[config.mk]
export PLATFORM = sky130hd
export DESIGN_NAME = multicycle_controller
export DESIGN_NICKNAME = d
export VERILOG_FILES = /design/src/rtl/riscv_ctrl_pkg.sv /design/src/rtl/alu_decoder.sv /design/src/rtl/multicycle_controller.sv
export SDC_FILE = /design/constraint.sdc
export NUM_CORES = 1
export LEC_CHECK = 0
export BUFFER_PORTS_ARGS = -buffer_cell sky130_fd_sc_hd__buf_2
export CAP_MARGIN = 30
export CORE_MARGIN = 5
export CORE_UTILIZATION = 35
export DETAILED_ROUTE_END_ITERATION = 12
export PLACE_DENSITY = 0.69
export SLEW_MARGIN = 5
export SYNTH_ARGS = -nofsm -noshare
export SYNTH_HDL_FRONTEND = slang
export SYNTH_HIERARCHICAL = 1
export SYNTH_SLANG_ARGS = --single-unit
[constraint.sdc]
create_clock -name clk -period 3.1 [get_ports clk]
set_input_delay 0.62 -clock clk [delete_from_list [all_inputs] [get_ports clk]]
set_output_delay 0.62 -clock clk [all_outputs]
set_load 0.1 [all_outputs]
[src/rtl/riscv_ctrl_pkg.sv]
// Shared encodings for the multi-cycle RV32I control path: FSM states, opcodes
// and the select/ALU encodings driven into the datapath.
package riscv_ctrl_pkg;

   typedef enum logic [3:0] {
      S_FETCH,
      S_DECODE,
      S_MEMADR,
      S_MEMREAD,
      S_MEMWB,
      S_MEMWRITE,
      S_EXECUTER,
      S_EXECUTEI,
      S_ALUWB,
      S_BRANCH,
      S_JAL,
      S_HALT
   } state_t;

   typedef enum logic [1:0] {
      ALUOP_ADD  = 2'b00,
      ALUOP_SUB  = 2'b01,
      ALUOP_FUNC = 2'b10
   } aluop_t;

   localparam logic [6:0] OP_LOAD   = 7'b0000011;
   localparam logic [6:0] OP_STORE  = 7'b0100011;
   localparam logic [6:0] OP_RTYPE  = 7'b0110011;
   localparam logic [6:0] OP_ITYPE  = 7'b0010011;
   localparam logic [6:0] OP_BRANCH = 7'b1100011;
   localparam logic [6:0] OP_JAL    = 7'b1101111;

   localparam logic [2:0] ALU_ADD = 3'b000;
   localparam logic [2:0] ALU_SUB = 3'b001;
   localparam logic [2:0] ALU_AND = 3'b010;
   localparam logic [2:0] ALU_OR  = 3'b011;
   localparam logic [2:0] ALU_SLT = 3'b101;

   localparam logic [1:0] IMM_I = 2'b00;
   localparam logic [1:0] IMM_S = 2'b01;
   localparam logic [1:0] IMM_B = 2'b10;
   localparam logic [1:0] IMM_J = 2'b11;

   localparam logic [1:0] SRCA_PC    = 2'b00;
   localparam logic [1:0] SRCA_OLDPC = 2'b01;
   localparam logic [1:0] SRCA_A     = 2'b10;

   localparam logic [1:0] SRCB_WD   = 2'b00;
   localparam logic [1:0] SRCB_IMM  = 2'b01;
   localparam logic [1:0] SRCB_FOUR = 2'b10;

   localparam logic [1:0] RES_ALUOUT    = 2'b00;
   localparam logic [1:0] RES_DATA      = 2'b01;
   localparam logic [1:0] RES_ALURESULT = 2'b10;

   function automatic logic [1:0] imm_src_of(input logic [6:0] op);
      case (op)
         OP_STORE:  imm_src_of = IMM_S;
         OP_BRANCH: imm_src_of = IMM_B;
         OP_JAL:    imm_src_of = IMM_J;
         default:   imm_src_of = IMM_I;
      endcase
   endfunction

endpackage

[src/rtl/alu_decoder.sv]
// Combinational ALU control decode; flags funct3 values the controller does
// not implement so the FSM can halt on them.
module alu_decoder
   import riscv_ctrl_pkg::*;
(
   input  aluop_t      alu_op,
   input  logic [2:0]  funct3,
   input  logic        funct7b5,
   input  logic        op5,
   output logic [2:0]  alu_control,
   output logic        illegal
);

   always_comb begin
      alu_control = ALU_ADD;
      illegal     = 1'b0;
      case (alu_op)
         ALUOP_SUB: begin
            alu_control = ALU_SUB;
            illegal     = (funct3 == 3'b010) || (funct3 == 3'b011);
         end
         ALUOP_FUNC: begin
            // op5 separates R-type from I-type so addi never becomes sub
            case (funct3)
               3'b000:  alu_control = (op5 && funct7b5) ? ALU_SUB : ALU_ADD;
               3'b010:  alu_control = ALU_SLT;
               3'b110:  alu_control = ALU_OR;
               3'b111:  alu_control = ALU_AND;
               default: illegal = 1'b1;
            endcase
         end
         default: alu_control = ALU_ADD;
      endcase
   end

endmodule

[src/rtl/multicycle_controller.sv]
// Main control FSM of the multi-cycle RV32I datapath with memory-ready handshake
// and illegal-instruction halt. Optional retire counter: MULTICYCLE_CONTROLLER_INSTRET_EN.
module multicycle_controller
   import riscv_ctrl_pkg::*;
#(
   parameter logic RESET_STATE_FETCH = 1'b1
) (
   input  logic        clk,
   input  logic        reset,
   input  logic [31:0] Instr,
   input  logic        N,
   input  logic        Z,
   input  logic        C,
   input  logic        V,
   input  logic        MemReady,
   output logic [1:0]  ImmSrc,
   output logic [1:0]  ALUSrcA,
   output logic [1:0]  ALUSrcB,
   output logic [1:0]  ResultSrc,
   output logic        AdrSrc,
   output logic [2:0]  ALUControl,
   output logic        IRWrite,
   output logic        PCWrite,
   output logic        RegWrite,
   output logic        MemWrite,
`ifdef MULTICYCLE_CONTROLLER_INSTRET_EN
   output logic        InstrRet,
   output logic [31:0] Instret,
`endif
   output logic        Halted
);

   state_t      state;
   aluop_t      alu_op;
   logic [6:0]  op;
   logic [2:0]  funct3;
   logic        funct7b5;
   logic [2:0]  dec_alu;
   logic        dec_illegal;
   logic        unused_instr_bits;

   assign op                = Instr[6:0];
   assign funct3            = Instr[14:12];
   assign funct7b5          = Instr[30];
   assign unused_instr_bits = ^{Instr[31], Instr[29:15], Instr[11:7]};

   function automatic logic branch_taken(input logic [2:0] f3, input logic n, input logic z,
                                         input logic c, input logic v);
      case (f3)
         3'b000:  branch_taken = z;
         3'b001:  branch_taken = !z;
         3'b100:  branch_taken = n ^ v;
         3'b101:  branch_taken = !(n ^ v);
         3'b110:  branch_taken = !c;
         3'b111:  branch_taken = c;
         default: branch_taken = 1'b0;
      endcase
   endfunction

   always_comb begin
      case (state)
         S_EXECUTER, S_EXECUTEI: alu_op = ALUOP_FUNC;
         S_BRANCH:               alu_op = ALUOP_SUB;
         default:                alu_op = ALUOP_ADD;
      endcase
   end

   alu_decoder u_alu_decoder (
      .alu_op      (alu_op),
      .funct3      (funct3),
      .funct7b5    (funct7b5),
      .op5         (op[5]),
      .alu_control (dec_alu),
      .illegal     (dec_illegal)
   );

   always_ff @(posedge clk or negedge reset) begin
      if (!reset) begin
         state <= RESET_STATE_FETCH ? S_FETCH : S_HALT;
      end else begin
         case (state)
            S_FETCH:    if (MemReady) state <= S_DECODE;
            S_DECODE: begin
               case (op)
                  OP_LOAD, OP_STORE: state <= S_MEMADR;
                  OP_RTYPE:          state <= S_EXECUTER;
                  OP_ITYPE:          state <= S_EXECUTEI;
                  OP_BRANCH:         state <= S_BRANCH;
                  OP_JAL:            state <= S_JAL;
                  default:           state <= S_HALT;
               endcase
            end
            S_MEMADR:   state <= (op == OP_LOAD) ? S_MEMREAD : S_MEMWRITE;
            S_MEMREAD:  if (MemReady) state <= S_MEMWB;
            S_MEMWB:    state <= S_FETCH;
            S_MEMWRITE: if (MemReady) state <= S_FETCH;
            S_EXECUTER,
            S_EXECUTEI: state <= dec_illegal ? S_HALT : S_ALUWB;
            S_ALUWB:    state <= S_FETCH;
            S_BRANCH:   state <= dec_illegal ? S_HALT : S_FETCH;
            S_JAL:      state <= S_ALUWB;
            S_HALT:     state <= S_HALT;
            default:    state <= S_HALT;
         endcase
      end
   end

   // Moore decode of state; the fetch and branch enables also follow live inputs.
   always_comb begin
      ImmSrc     = imm_src_of(op);
      ALUSrcA    = SRCA_PC;
      ALUSrcB    = SRCB_WD;
      ResultSrc  = RES_ALUOUT;
      AdrSrc     = 1'b0;
      ALUControl = dec_alu;
      IRWrite    = 1'b0;
      PCWrite    = 1'b0;
      RegWrite   = 1'b0;
      MemWrite   = 1'b0;
      case (state)
         S_FETCH: begin
            ALUSrcB   = SRCB_FOUR;
            ResultSrc = RES_ALURESULT;
            IRWrite   = MemReady;
            PCWrite   = MemReady;
         end
         S_DECODE: begin
            ALUSrcA = SRCA_OLDPC;
            ALUSrcB = SRCB_IMM;
         end
         S_MEMADR: begin
            ALUSrcA = SRCA_A;
            ALUSrcB = SRCB_IMM;
         end
         S_MEMREAD:  AdrSrc = 1'b1;
         S_MEMWB: begin
            ResultSrc = RES_DATA;
            RegWrite  = 1'b1;
         end
         S_MEMWRITE: begin
            AdrSrc   = 1'b1;
            MemWrite = 1'b1;
         end
         S_EXECUTER: ALUSrcA = SRCA_A;
         S_EXECUTEI: begin
            ALUSrcA = SRCA_A;
            ALUSrcB = SRCB_IMM;
         end
         S_ALUWB:    RegWrite = 1'b1;
         S_BRANCH: begin
            ALUSrcA = SRCA_A;
            PCWrite = branch_taken(funct3, N, Z, C, V) && !dec_illegal;
         end
         S_JAL: begin
            ALUSrcA = SRCA_OLDPC;
            ALUSrcB = SRCB_FOUR;
            PCWrite = 1'b1;
         end
         default: ;
      endcase
      // Reset overrides everything so an aborted access never leaks a write.
      if (!reset) begin
         ImmSrc     = 2'b00;
         ALUSrcA    = 2'b00;
         ALUSrcB    = 2'b00;
         ResultSrc  = 2'b00;
         AdrSrc     = 1'b0;
         ALUControl = 3'b000;
         IRWrite    = 1'b0;
         PCWrite    = 1'b0;
         RegWrite   = 1'b0;
         MemWrite   = 1'b0;
      end
   end

   assign Halted = (state == S_HALT);

`ifdef MULTICYCLE_CONTROLLER_INSTRET_EN
   assign InstrRet = reset && ((state == S_MEMWB) || (state == S_ALUWB) ||
                               ((state == S_MEMWRITE) && MemReady) ||
                               ((state == S_BRANCH) && !dec_illegal));

   always_ff @(posedge clk or negedge reset) begin
      if (!reset)        Instret <= 32'd0;
      else if (InstrRet) Instret <= Instret + 32'd1;
   end
`endif

endmodule

======== Word-level counts from Yosys, hierarchy flattened ========
Cells that the tools add are included.
storage, ports and cells
  register bits after elaboration ......... 4
  bits in latches ......................... 0
  RAM bits ................................ 0
  memory bits (read-only) ................. 0
  input bits .............................. 39
  output and inout port bits .............. 17
  word-level logic and storage cells ...... 85
  memories ................................ 0
cells by class
  add/subtract/negate cells ............... 0
  $mul .................................... 0
  div/mod/pow operators ................... 0
  order comparisons ....................... 0
  equality and inequality tests ........... 29
  shifts and indexed selects .............. 0
  muxes and demuxes ....................... 35
  bitwise logic cells ..................... 1
  reductions and logical operators ........ 19
operators by type and width
  cell                  number
  $pmux W4 S9           1
  $pmux W4 S5           1
  $eq A4 B3 Y1 const B  4
  $eq A4 B4 Y1 const B  4
  $mux W4               4
  $pmux W2 S2           4
  $eq A7 B6 Y1 const B  2
  $eq A7 B7 Y1 const B  2
  $eq A3 B3 Y1 const B  4
  $mux W1               12
  $pmux W3 S4           1
  $reduce_or A2 Y1      6
  $mux W2               5
  $eq A4 B2 Y1 const B  2
  $reduce_or A4 Y1      2
  $eq A7 B2 Y1 const B  1
  $eq A7 B5 Y1 const B  1
  $eq A3 B2 Y1 const B  2
  $mux W3               2
  $ne A2 B2 Y1 const B  3
  $pmux W1 S6           1
  $pmux W2 S3           1
  $pmux W3 S2           1
  $eq A4 B1 Y1 const B  1
  other kinds (13)      17

======== Longest topological paths before layout ========
  depth in word-level cells ............... 9
  gate-level depth with buffers ........... 11
  depth with buffers taken out ............ 11

======== Hierarchy ========
The synthesis kept the hierarchy.
by module, submodules not included
  module                 instances  cells an instance  area each (um2)
  multicycle_controller  1          101                714.4
  alu_decoder            1          15                 108.9

======== Worst setup path after synthesis ========
Ideal clock, no wire load.
  path type ............................... register to output
  start point ............................. register state[3]
  end point ............................... output PCWrite
  arrival ................................. 4740 ps
  data required time ...................... 2480 ps
  setup slack ............................. -2260 ps
  stages on the path, launching flop included .. 9
  buffers on the path ..................... 2
  cells stage by stage .................... dfrtp_1 -> clkbuf_1 -> buf_2 -> nor3_1 -> inv_1 -> ha_1 -> a221oi_1 -> a211oi_1 -> o41ai_1
between the ends
  word-level cells in the longest chain between the ends .. 9
RTL lines
  element                                              line                          RTL
  from (decl)                                          multicycle_controller.sv:33   state_t state;
  from (signal assigned)                               multicycle_controller.sv:79   state <= RESET_STATE_FETCH ? S_FETCH : S_HALT;
  from (signal assigned)                               multicycle_controller.sv:93   S_MEMADR: state <= (op == OP_LOAD) ? S_MEMREAD : S_MEMWRITE;
  from (signal assigned)                               multicycle_controller.sv:98   S_EXECUTEI: state <= dec_illegal ? S_HALT : S_ALUWB;
  $eq A4 B3 Y1                                         multicycle_controller.sv:61   case (state)
  $reduce_or A2 Y1                                     multicycle_controller.sv:61
  $pmux W2 S2 *                                        multicycle_controller.sv:61
  via alu_op[1]                                        multicycle_controller.sv:34   aluop_t alu_op;
  $eq A2 B2 Y1 / $eq A2 B1 Y1 (equally long branches)  alu_decoder.sv:17             case (alu_op)
  $pmux W1 S2 *                                        alu_decoder.sv:17
  via dec_illegal                                      multicycle_controller.sv:39   logic dec_illegal;
  $logic_not A1 Y1 *                                   multicycle_controller.sv:152  PCWrite = branch_taken(funct3, N, Z, C, V) && !dec_illegal;
  $logic_and A1 B1 Y1 *                                multicycle_controller.sv:152
  $pmux W1 S3 *                                        multicycle_controller.sv:120  case (state)
  $mux W1 *                                            multicycle_controller.sv:162  if (!reset) begin
  to (decl)                                            multicycle_controller.sv:23   output logic PCWrite,
The timed path passes the listed nets; every way through them passes the cells marked *.

======== Worst setup path in the final report ========
  start point ............................. register state[2]
  end point ............................... output PCWrite
The elaborated chain is that of the path after synthesis.

==> impl_metrics.env <==
export IMPL_wl_mm=2.49
export IMPL_htreeDepth=1
export IMPL_maxSlewHeadroom=0.617
export IMPL_port_buffers=34
export IMPL_yosys_area_top_type="dfrtp_1"
export IMPL_end_kind="primary output"
export IMPL_drtAntennaViolNets=0
export IMPL_initial_utilization=0.369
export IMPL_clk_latency_ns=0.23
export IMPL_largest_reg_flops=4
export IMPL_n_antenna_cell=0
export IMPL_pwr_share_comb=0.849
export IMPL_worstPathRequired_ns=2.48
export IMPL_cts_clk_slew_worst_paths_ns=0.04
export IMPL_grt_max_degree=21
export IMPL_syn2layout_area_growth_pct=43.9
export IMPL_fin_crit_ns=2.89
export IMPL_finalWorstSetupSlack_ns=0.212
export IMPL_fin_nets=198
export IMPL_drt_wirelength_per_cell_um=13.6
export IMPL_drcViolationCount=0
export IMPL_cellPowerDensity_nw_per_um2=916
export IMPL_hold_viol=0
export IMPL_syn_num_nets=157
export IMPL_p_leak_nw=0.528
export IMPL_swShare=0.624
export IMPL_antenna_found_initial=0
export IMPL_dieArea_um2=3420
export IMPL_ys_flop_type="dfrtp_1"
export IMPL_globalRouteTotalUtil=0.148
export IMPL_power_internal_mw=0.409
export IMPL_clock_skew_ns=0.00204
export IMPL_run_status="finished clean"
export IMPL_gp_congestion=0.842
export IMPL_maxCapViolCount=0
export IMPL_cp_max_fo=6
export IMPL_pre_cts_slack_ns=0.271
export IMPL_path_class="reg2out"
export IMPL_tritoncts="yes"
export IMPL_switchingPower_mw=0.677
export IMPL_seq_area_frac_synth=0.122
export IMPL_ys_types=44
export IMPL_cp_start_kind="register"
export IMPL_yosysWarnings=6
export IMPL_viasPerCell=5.66
export IMPL_die_w_um=58.5
export IMPL_critical_path_slowest_cell="a211oi_1"
export IMPL_worst_pin_slew_ns=0.571
export IMPL_ir_worst_vdd_uv=493
export IMPL_hold_class="in2async"
export IMPL_synth_top_area_frac=0.122
export IMPL_postSynthAreaPerCell_um2=7.10
export IMPL_grt_overflow=0
export IMPL_reg_top3="state: 4 flops"
export IMPL_synth_edf_count=0
export IMPL_path_cells="inv_1 -> nor3_2 -> ha_1 -> nand2b_1 -> a211oi_1 -> o41ai_4 -> buf_12"
export IMPL_die_h_um=58.5
export IMPL_dp_hpwl_mm=2.02
export IMPL_layout_drive_gt1_share=0.406
export IMPL_synth_cells=116
export IMPL_cts_root_buf="clkbuf_4"
export IMPL_vias=1035
export IMPL_drtIter0Drc=22
export IMPL_cts_buffer_depth=2
export IMPL_clock_power_share=0.060
export IMPL_ioPinCount=56
export IMPL_grt_pass1_vias=973
export IMPL_synthArstFlopShare=1.00
export IMPL_first_pass_iters=5
export IMPL_top_register="state"
export IMPL_final_setup_viol_count=0
export IMPL_core_area_um2=2230
export IMPL_slowest_delay_ns=0.53
export IMPL_cts_sinks=4
export IMPL_maxSlewViolCount=0
export IMPL_grt_pass1_wl_mm=4.11
export IMPL_ys_seq_elements=4
export IMPL_cts_buffers=3
export IMPL_fin_setup_tns_ns=0
export IMPL_fmaxAchievable_mhz=346
export IMPL_rsz0062_at_grt="false"
export IMPL_syn_area_um2=823
export IMPL_arrival_ns=2.27
export IMPL_fin_crit_sh=0.931
export IMPL_p_seq_frac=0.091
export IMPL_synth_area_leaders="dfrtp_1 12%, xnor2_1 7.4%, nor2_1 5.9%"
export IMPL_rows=17
export IMPL_n_fill_cell=240
repair_timing:
item / 4_1_cts / 5_1_grt
hold buffers: 0 / 0
setup endpoints to repair: 0 / 1
buffers inserted: 0 / 1
resized for setup: 0 / 3
stage by stage:
stage | cells | total power, mW | instance area, um^2 | hold WS (ns) | utilization
CTS | 182 | 1.07 | 1160 | 0.231 | 0.521
detailed placement | 179 | 1.00 | 1140 | 0.485 | 0.511
global route | 183 | 1.16 | 1180 | 0.243 | 0.531
floorplan | 116 | 0.826 | 872 | 0.324 | -
finish | 183 | 1.09 | 1180 | 0.236 | 0.531
global placement | 179 | 0.990 | 1140 | 0.478 | 0.511
cells in the final DEF (no fill, tap or decap), drive strengths merged, types with 2 or more instances in the layout:
cell,n
nor2,13
or3,2
buf,42
and3,3
a21oi,8
dfrtp,4
o22ai,2
nor3b,2
o21ai,2
xnor2,7
nor3,8
a211oi,5
a211o,2
ha,2
nand3,2
o211ai,2
nor4,2
inv,7
and2,4
a221oi,3
clkbuf,3
nand2,9
nand2b,3
and3b,2
layout make-up:
type                    instances  area (um^2)  share of cell area
multi-input cells              99          726               0.612
repair buffers                 42          275               0.232
flip-flops and latches          4          100              0.0845
well taps                      28         35.0              0.0296
inverters                       7         26.3              0.0222
clock buffers                   3         22.5              0.0190
logic make-up (layout without fill, tap and decap cells):
group	Yosys count	in the layout	synth area share
xor gates and xnor gates	8	8	0.0851
buffers and inverters	13	52	0.0730
AOI/OAI and AO/OA	30	30	0.283
adders and majority gates	2	2	0.0304
DFF	4	4	0.122
and+or+nand+nor	59	59	0.407
synth_stat cells (all sizes together), types with 2 or more instances:
cell type / n
nor2: 13
nand2: 9
a21oi: 8
nor3: 8
inv: 7
xnor2: 7
a211oi: 5
and2: 4
buf: 4
dfrtp: 4
a221oi: 3
and3: 3
nand2b: 3
a211o: 2
and3b: 2
clkbuf: 2
ha: 2
nand3: 2
nor3b: 2
nor4: 2
o211ai: 2
o21ai: 2
o22ai: 2
or3: 2
layer usage:
layer	part of all wire	track usage	wire (um)	vias up
met3	0.064	0.0351	160	0
li1	-	-	-	512
met4	0	0.0464	0	0
met1	0.40	0.174	1010	494
met2	0.53	0.262	1330	29
met5	0	0	0	-
final timing paths:
path | from | to | slack, ns | cells after the start
hold / removal | reset | state[2] | 0.24 | 1
min in group clk | MemReady | state[2] | 0.75 | 2
hold reg to reg | state[1] | state[3] | 0.77 | 4
setup / recovery | state[2] | PCWrite | 0.21 | 7
max in group asynchronous | reset | state[3] | 2.68 | 1
setup reg to reg | state[2] | state[0] | 0.59 | 10
worst max-delay path: cells and delay by family, from the launching register on:
family,cells,cell delay [ns]
AND/OR/NAND/NOR,2,0.30
flip-flops,1,0.45
AO/OA/AOI/OAI,2,0.65
buffers and inverters,2,0.35
adder cells (fa/ha/maj),1,0.28
power by group through the flow:
stage          registers [mW]  clock network, mW  logic (mW)
3_3_place_gp           0.0969                  0       0.893
4_1_cts                0.0990             0.0682       0.906
5_1_grt                 0.102             0.0707       0.988
3_5_place_dp           0.0977                  0       0.906
6_report               0.0991             0.0647       0.922
2_1_floorplan          0.0967                  0       0.729
(Power assumes the default switching activity.)
